--- src/rtl/cvt_int2fp_pipe_pkg.sv ---
// Shared IEEE-754 conversion definitions: rounding-attribute encodings and format width helpers.
package cvt_int2fp_pipe_pkg;

    localparam int LAST_RA = 1;

    typedef enum logic [LAST_RA:0] {
        RA_RNE = 2'd0,
        RA_RTZ = 2'd1,
        RA_RTP = 2'd2,
        RA_RTN = 2'd3
    } ra_e;

    function automatic int bias(input int nexp);
        return (1 << (nexp - 1)) - 1;
    endfunction

    function automatic int fmt_w(input int nexp, input int nsig);
        return nexp + nsig + 1;
    endfunction

    function automatic int lzc_w(input int w);
        return (w > 1) ? $clog2(w) : 1;
    endfunction

    // Wide enough for the unrounded biased exponent of any integer width.
    function automatic int exp_calc_w(input int intn, input int nexp);
        return ((nexp + 1) > ($clog2(intn) + 1)) ? (nexp + 1) : ($clog2(intn) + 1);
    endfunction

endpackage

--- src/rtl/cvt_lzc.sv ---
// Combinational leading-zero counter using a binary search over a power-of-two padded word.
module cvt_lzc
    import cvt_int2fp_pipe_pkg::*;
#(
    parameter int W   = 32,
    parameter int LZW = lzc_w(W)
) (
    input  logic [W-1:0]   data_i,
    output logic [LZW-1:0] lz_o
);

    localparam int P = 1 << LZW;

    // Pad with ones below the operand so the search never runs past bit 0.
    always_comb begin
        logic [P-1:0] x;
        int           cnt;
        x   = (P'(data_i) << (P - W)) | ((P'(1'b1) << (P - W)) - P'(1'b1));
        cnt = 0;
        for (int k = LZW - 1; k >= 0; k--) begin
            if ((x >> (P - (1 << k))) == '0) begin
                cnt = cnt + (1 << k);
                x   = x << (1 << k);
            end else begin
                x   = x;
            end
        end
        lz_o = LZW'(cnt);
    end

endmodule

--- src/rtl/cvt_int2fp_pipe.sv ---
// Three-stage integer to IEEE-754 converter: negate/latch, normalise, round/pack, with sticky flags.
module cvt_int2fp_pipe
    import cvt_int2fp_pipe_pkg::*;
#(
    parameter int INTn = 32,
    parameter int NEXP = 8,
    parameter int NSIG = 23
) (
    input  logic                 clk,
    input  logic                 rst_n,
    input  logic                 in_valid,
    output logic                 in_ready,
    input  logic [INTn-1:0]      in_data,
    input  logic                 in_signed,
    input  logic [LAST_RA:0]     in_ra,
    output logic                 out_valid,
    input  logic                 out_ready,
    output logic [NEXP+NSIG:0]   out_data,
    output logic                 out_inexact,
    output logic                 out_overflow,
    input  logic                 clr_flags,
    output logic                 flag_inexact,
    output logic                 flag_overflow
);

    localparam int FW    = fmt_w(NEXP, NSIG);
    localparam int MW    = NSIG + 1;
    localparam int EW    = exp_calc_w(INTn, NEXP);
    localparam int LZW   = lzc_w(INTn);
    localparam int EBASE = INTn - 1 + bias(NEXP);
    localparam logic [EW:0] EMAX = (EW+1)'((1 << NEXP) - 1);

    logic en1_s, en2_s, en3_s;
    logic v1_q, v2_q, v3_q, v1_d, v2_d, v3_d;
    logic sign_s, sign1_q, sign2_q;
    logic [INTn-1:0] mag_s, mag1_q, norm_s, norm2_q;
    ra_e ra1_q, ra2_q;
    logic [LZW-1:0] lz_s;
    logic [EW-1:0] exp_s, exp2_q;
    logic [MW-1:0] keep_s;
    logic guard_s, sticky_s, inexact_s, rne_inc_s, inc_s, inf_sel_s, ovf_s, zero_s;
    logic [NSIG:0] frac_sum_s;
    logic [EW:0] exp_r_s, exp_n_s;
    logic [FW-1:0] res_s, data3_q;
    logic inx3_q, ovf3_q, fi_q, fo_q, fi_d, fo_d;

    assign en3_s    = ~v3_q | out_ready;
    assign en2_s    = ~v2_q | en3_s;
    assign en1_s    = ~v1_q | en2_s;
    assign v1_d     = en1_s ? in_valid : v1_q;
    assign v2_d     = en2_s ? v1_q : v2_q;
    assign v3_d     = en3_s ? v2_q : v3_q;
    assign in_ready = en1_s;

    // The most negative signed operand negates to itself, which is its exact magnitude.
    always_comb begin
        sign_s = in_signed & in_data[INTn-1];
        if (sign_s) begin
            mag_s = ~in_data + {{(INTn-1){1'b0}}, 1'b1};
        end else begin
            mag_s = in_data;
        end
    end

    always_ff @(posedge clk or negedge rst_n) begin
        if (!rst_n) begin
            v1_q    <= 1'b0;
            sign1_q <= 1'b0;
            mag1_q  <= '0;
            ra1_q   <= RA_RNE;
        end else begin
            v1_q <= v1_d;
            if (en1_s) begin
                sign1_q <= sign_s;
                mag1_q  <= mag_s;
                ra1_q   <= ra_e'(in_ra);
            end
        end
    end

    cvt_lzc #(.W(INTn)) u_lzc (
        .data_i (mag1_q),
        .lz_o   (lz_s)
    );

    assign norm_s = mag1_q << lz_s;
    assign exp_s  = EW'(EBASE) - {{(EW-LZW){1'b0}}, lz_s};

    always_ff @(posedge clk or negedge rst_n) begin
        if (!rst_n) begin
            v2_q    <= 1'b0;
            sign2_q <= 1'b0;
            norm2_q <= '0;
            exp2_q  <= '0;
            ra2_q   <= RA_RNE;
        end else begin
            v2_q <= v2_d;
            if (en2_s) begin
                sign2_q <= sign1_q;
                norm2_q <= norm_s;
                exp2_q  <= exp_s;
                ra2_q   <= ra1_q;
            end
        end
    end

    generate
        if (MW >= INTn) begin : g_wide
            assign keep_s   = MW'(norm2_q) << (MW - INTn);
            assign guard_s  = 1'b0;
            assign sticky_s = 1'b0;
        end else begin : g_narrow
            logic [INTn-1:0] rest_s;
            assign keep_s   = norm2_q[INTn-1 -: MW];
            assign rest_s   = norm2_q << MW;
            assign guard_s  = rest_s[INTn-1];
            assign sticky_s = |rest_s[INTn-2:0];
        end
    endgenerate

    // A normalised nonzero magnitude always carries its leading one.
    assign zero_s     = ~keep_s[MW-1];
    assign inexact_s  = guard_s | sticky_s;
    assign rne_inc_s  = guard_s & (sticky_s | keep_s[0]);
    assign frac_sum_s = {1'b0, keep_s[NSIG-1:0]} + {{NSIG{1'b0}}, inc_s};
    assign exp_r_s    = {1'b0, exp2_q} + {{EW{1'b0}}, frac_sum_s[NSIG]};
    assign exp_n_s    = {1'b0, exp2_q} + {{EW{1'b0}}, rne_inc_s & (&keep_s[NSIG-1:0])};
    // A magnitude at or past the nearest-rounding threshold above max finite flags overflow in every mode.
    assign ovf_s      = ~zero_s & ((exp_r_s >= EMAX) | (exp_n_s >= EMAX));

    always_comb begin
        case (ra2_q)
            RA_RNE:  begin inc_s = rne_inc_s;             inf_sel_s = 1'b1;     end
            RA_RTZ:  begin inc_s = 1'b0;                  inf_sel_s = 1'b0;     end
            RA_RTP:  begin inc_s = ~sign2_q & inexact_s;  inf_sel_s = ~sign2_q; end
            RA_RTN:  begin inc_s = sign2_q & inexact_s;   inf_sel_s = sign2_q;  end
            default: begin inc_s = 1'b0;                  inf_sel_s = 1'b0;     end
        endcase
    end

    always_comb begin
        if (zero_s) begin
            res_s = '0;
        end else if (ovf_s && inf_sel_s) begin
            res_s = {sign2_q, {NEXP{1'b1}}, {NSIG{1'b0}}};
        end else if (ovf_s) begin
            res_s = {sign2_q, {(NEXP-1){1'b1}}, 1'b0, {NSIG{1'b1}}};
        end else begin
            res_s = {sign2_q, exp_r_s[NEXP-1:0], frac_sum_s[NSIG-1:0]};
        end
    end

    always_ff @(posedge clk or negedge rst_n) begin
        if (!rst_n) begin
            v3_q    <= 1'b0;
            data3_q <= '0;
            inx3_q  <= 1'b0;
            ovf3_q  <= 1'b0;
        end else begin
            v3_q <= v3_d;
            if (en3_s) begin
                data3_q <= res_s;
                inx3_q  <= ~zero_s & (inexact_s | ovf_s);
                ovf3_q  <= ovf_s;
            end
        end
    end

    // A flag raised by this cycle's handshake survives a simultaneous clear.
    always_comb begin
        if (clr_flags) begin
            fi_d = v3_q & out_ready & inx3_q;
            fo_d = v3_q & out_ready & ovf3_q;
        end else begin
            fi_d = fi_q | (v3_q & out_ready & inx3_q);
            fo_d = fo_q | (v3_q & out_ready & ovf3_q);
        end
    end

    always_ff @(posedge clk or negedge rst_n) begin
        if (!rst_n) begin
            fi_q <= 1'b0;
            fo_q <= 1'b0;
        end else begin
            fi_q <= fi_d;
            fo_q <= fo_d;
        end
    end

    assign out_valid     = v3_q;
    assign out_data      = data3_q;
    assign out_inexact   = inx3_q;
    assign out_overflow  = ovf3_q;
    assign flag_inexact  = fi_q;
    assign flag_overflow = fo_q;

endmodule
--- config.mk ---
export PLATFORM = sky130hd
export DESIGN_NAME = cvt_int2fp_pipe
export DESIGN_NICKNAME = d
export VERILOG_FILES = /design/src/rtl/cvt_int2fp_pipe_pkg.sv /design/src/rtl/cvt_lzc.sv /design/src/rtl/cvt_int2fp_pipe.sv
export SDC_FILE = /design/constraint.sdc
export NUM_CORES = 1
export LEC_CHECK = 0
export ABC_AREA = 1
export CELL_PAD_IN_SITES_DETAIL_PLACEMENT = 1
export CELL_PAD_IN_SITES_GLOBAL_PLACEMENT = 1
export CORE_UTILIZATION = 35
export CTS_CLUSTER_SIZE = 12
export DETAILED_ROUTE_END_ITERATION = 16
export PLACE_DENSITY_LB_ADDON = 0.1
export SLEW_MARGIN = 20
export SYNTH_ARGS = -nofsm -noshare
export SYNTH_HDL_FRONTEND = slang
export SYNTH_HIERARCHICAL = 1
export SYNTH_SLANG_ARGS = --single-unit
--- constraint.sdc ---
create_clock -name clk -period 5.6 [get_ports clk]
set_input_delay 0.84 -clock clk [delete_from_list [all_inputs] [get_ports clk]]
set_output_delay 0.84 -clock clk [all_outputs]
set_load 0.03 [all_outputs]
==> metrics.md <==
| Metric | Value |
|---|---|
| RD Place Congestion | 0.891 |
| First-pass GRT wire length | 46100 um |
| Register bit total from synthesis | 117 |
| Total Routed Length | 27300 um |
| CP max-delay cell | dfrtp_1 |
| Core box area | 23600 um2 |
| Number of slew-limit violations in the final report | 0 |
| Routed Antenna Nets | 0 |
| Worst IR drop on VDD | 0.133 mV |
| Type of the worst setup path | flop to flop |
| Min-delay worst type | input port to asynchronous set/reset pin |
| CP Launch Type | flop |
| Vias per std cell | 5.09 |
| Setup bufs post-CTS | 0 |
| Design Area, Final | 10000 um2 |
| PwrDens | 388 nW/um2 |
| CTS Hold Bufs | 0 |
| Share of cells above drive strength 1 | 0.0847 |
| Worst EP required | 5.89 ns |
| Slew HR | 0.328 |
| IO Pins | 78 |
| Gr ovfl total | 0 |
| Number of diodes | 0 |
| CTS tree | built |
| Via count | 8361 |
| CP delay by family, top | simple AND/OR/NAND/NOR gates |
| Post-synthesis cell area | 8490 um2 |
| Delay of the slowest critical-path stage | 0.47 ns |
| Fin cells | 1642 |
| Clock Skews | 0.0129 ns |
| DIE HEIGHT | 158 um |
| Clock root buffer | clkbuf_16 |
| Inst Count DP | 1613 |
| Leak Pwr | 4.76 nW |
| Row count | 56 |
| Crit end category | flop |
| Filler instances | 3069 |
| CTS clk-pin slew, worst paths | 0.06 ns |
| Worst setup margin | 1.37 ns |
| Clk_lat worst skew | 0.42 ns |
| CP max FO | 32 |
| Hold WS | 0.461 ns |
| Largest net degree at the start of global routing | 75 |
| DP Worst Slack | 1.41 ns |
| Flop2flop setup slack | 1.37 ns |
| Status | finished, final reports clean |
| Post-synthesis net count | 1311 |
| Tmin final | 4.23 ns |
| H-tree Lvls | 4 |
| Area delta synth->final | 18.2% |
| Number of setup violations in the final report | 0 |
| Fin crit share | 0.755 |
| Fin util | 0.425 |
| Seq/Total Area, Yosys | 0.345 |
| DP Wirelength | 21100 um |
| Initial antenna violation count | 0 |
| Crit path top cell by count | nand2_1 |
| Post-synth ARST share | 1.00 |
| Placed instance area | 9440 um2 |
| Main synth FF type | dfrtp_1 |
| RSZ-0062 raised after global routing | false |
| Clock Sinks | 117 |
| Average cell area after synthesis | 6.72 um2 |
| Clock Path Buffers | 2 |
| Drt pass-1 iters | 4 |
| Post-synth EDFFs | 0 |
| Syn. warnings | 6 |
| Fin nets | 1361 |
| Routed len/inst | 16.7 um |
| Final setup TNS | 0 ns |
| WP depth | 26 |
| Die area | 24900 um2 |
| Max Fclk | 237 MHz |
| Initial Utilization | 0.359 |
| Netlist cell types | 46 |
| CTS Buf Count | 17 |
| Total power | 3.90 mW |
| Number of global-route vias before repair | 8721 |
| Reg2reg path depth | 26 |
| Cts repair resizes | 0 |
| Synthesized instance count | 1263 |
| DRC viols | 0 |
| PortBufs | 77 |
| Die width | 158 um |
| DR iter-0 viols | 398 |
| CP arrival | 4.52 ns |
| Total GRT Usage | 0.239 |
| Worst-margin pin slew | 1.01 ns |
| Max-cap violations | 0 |
| WP buf/inv | 3 |
| Fin. Hold Viols | 0 |
worst reg2reg max path, cell delays in order (launching register included):
cell and delay (ns):
dfrtp_1 0.47, nor2_2 0.15, nand2_2 0.07, nor2_4 0.23
nand3b_1 0.11, nand2_1 0.13, nand2_2 0.08, nor2_4 0.20
nand2_2 0.10, inv_2 0.44, nand2_1 0.11, nand2_1 0.09
nand3_1 0.07, nand2_1 0.08, nor2_1 0.06, nor2_2 0.11
buf_4 0.26, inv_2 0.22, nand2_1 0.14, nand2_1 0.10
nand2_1 0.09, nand2_1 0.06, nand2_1 0.05, o21ai_0 0.17
or2_2 0.34, nand3_1 0.08, o21ai_0 0.10
logic make-up (layout without fill, tap and decap cells):
kind of cell | after synthesis | in the layout | synth area share
adders and majority gates | 8 | 8 | 0.0118
AOI/OAI and AO/OA | 160 | 160 | 0.111
buffers and inverters | 156 | 216 | 0.0790
xor gates and xnor gates | 35 | 35 | 0.0361
muxes | 4 | 4 | 0.00472
DFF | 117 | 117 | 0.345
and+or+nand+nor | 783 | 783 | 0.412
synthesized netlist by cell type (8+ instances only):
| cell | number | share of area |
|---|---|---|
| buf_6 | 8 | 0.011 |
| clkbuf_1 | 30 | 0.013 |
| nand4_1 | 9 | 0.0066 |
| o21ai_0 | 88 | 0.052 |
| o21ai_1 | 8 | 0.0047 |
| inv_2 | 8 | 0.0035 |
| xor2_1 | 27 | 0.028 |
| nand3_1 | 142 | 0.084 |
| o211ai_1 | 31 | 0.027 |
| ha_1 | 8 | 0.012 |
| inv_1 | 89 | 0.039 |
| nor3_1 | 15 | 0.0088 |
| xnor2_1 | 8 | 0.0083 |
| nand3b_1 | 9 | 0.0080 |
| nor2_1 | 89 | 0.039 |
| buf_2 | 14 | 0.0083 |
| or2_2 | 15 | 0.011 |
| nand2_2 | 17 | 0.013 |
| nand2_1 | 447 | 0.20 |
| nor2_2 | 10 | 0.0074 |
| a21oi_1 | 10 | 0.0059 |
| dfrtp_1 | 117 | 0.34 |
registers in the layout (all words and copies together) (netlist names), 2 cells and up:
register	flops
mag1_q	32
norm2_q	32
out_data	32
exp2_q	8
ra1_q	2
ra2_q	2
metal layers:
layer | share of wire | up-vias | global-route usage | wire (um)
li1 | - | 4200 | - | -
met1 | 0.45 | 3986 | 0.294 | 12400
met2 | 0.50 | 143 | 0.431 | 13800
met3 | 0.020 | 32 | 0.0260 | 535
met4 | 0.023 | 0 | 0.0800 | 635
met5 | 0 | - | 0 | 0
where the power goes:
part / total (mW) / internal (mW) / switching [mW]
clock: 1.12 / 0.728 / 0.396
combinational: 1.46 / 0.520 / 0.937
sequential: 1.32 / 1.06 / 0.255
area by class of cell:
cell class                      instances  area [um2]  share of cell area
Clock inverter                          8         125              0.0125
Inverter                              100         375              0.0374
Timing Repair Buffer                   87         847              0.0844
Tap cell                              319         399              0.0398
Sequential cell                       117        2930               0.292
Clock buffer                           21         470              0.0469
Multi-Input combinational cell        990        4890               0.487
cells in the final DEF, fill, tap and decap left out, drive strengths merged, types with 6 or more instances in the layout:
cell,instances
nor2,106
a21oi,10
ha,8
inv,98
clkdlybuf4s50,76
nor3,16
clkinv,6
clkbuf,21
xor2,27
xnor2,8
o211ai,31
nand4,9
or2,18
buf,11
o21ai,97
nand3b,9
nand2,470
dfrtp,117
nand3,149
worst paths after layout:
kind | startpoint | end
worst max-delay path | mag1_q[18]$_DFFE_PN0P_ | norm2_q[15]$_DFFE_PN0P_
worst min-delay path | rst_n | out_data[30]$_DFFE_PN0P_
worst max register to register | mag1_q[18]$_DFFE_PN0P_ | norm2_q[15]$_DFFE_PN0P_
worst min register to register | ra1_q[0]$_DFFE_PN0P_ | ra2_q[0]$_DFFE_PN0P_
max in group asynchronous | rst_n | ra1_q[1]$_DFFE_PN0P_
min in group clk | ra1_q[0]$_DFFE_PN0P_ | ra2_q[0]$_DFFE_PN0P_
Note: power is estimated with default switching activity, not from simulation.
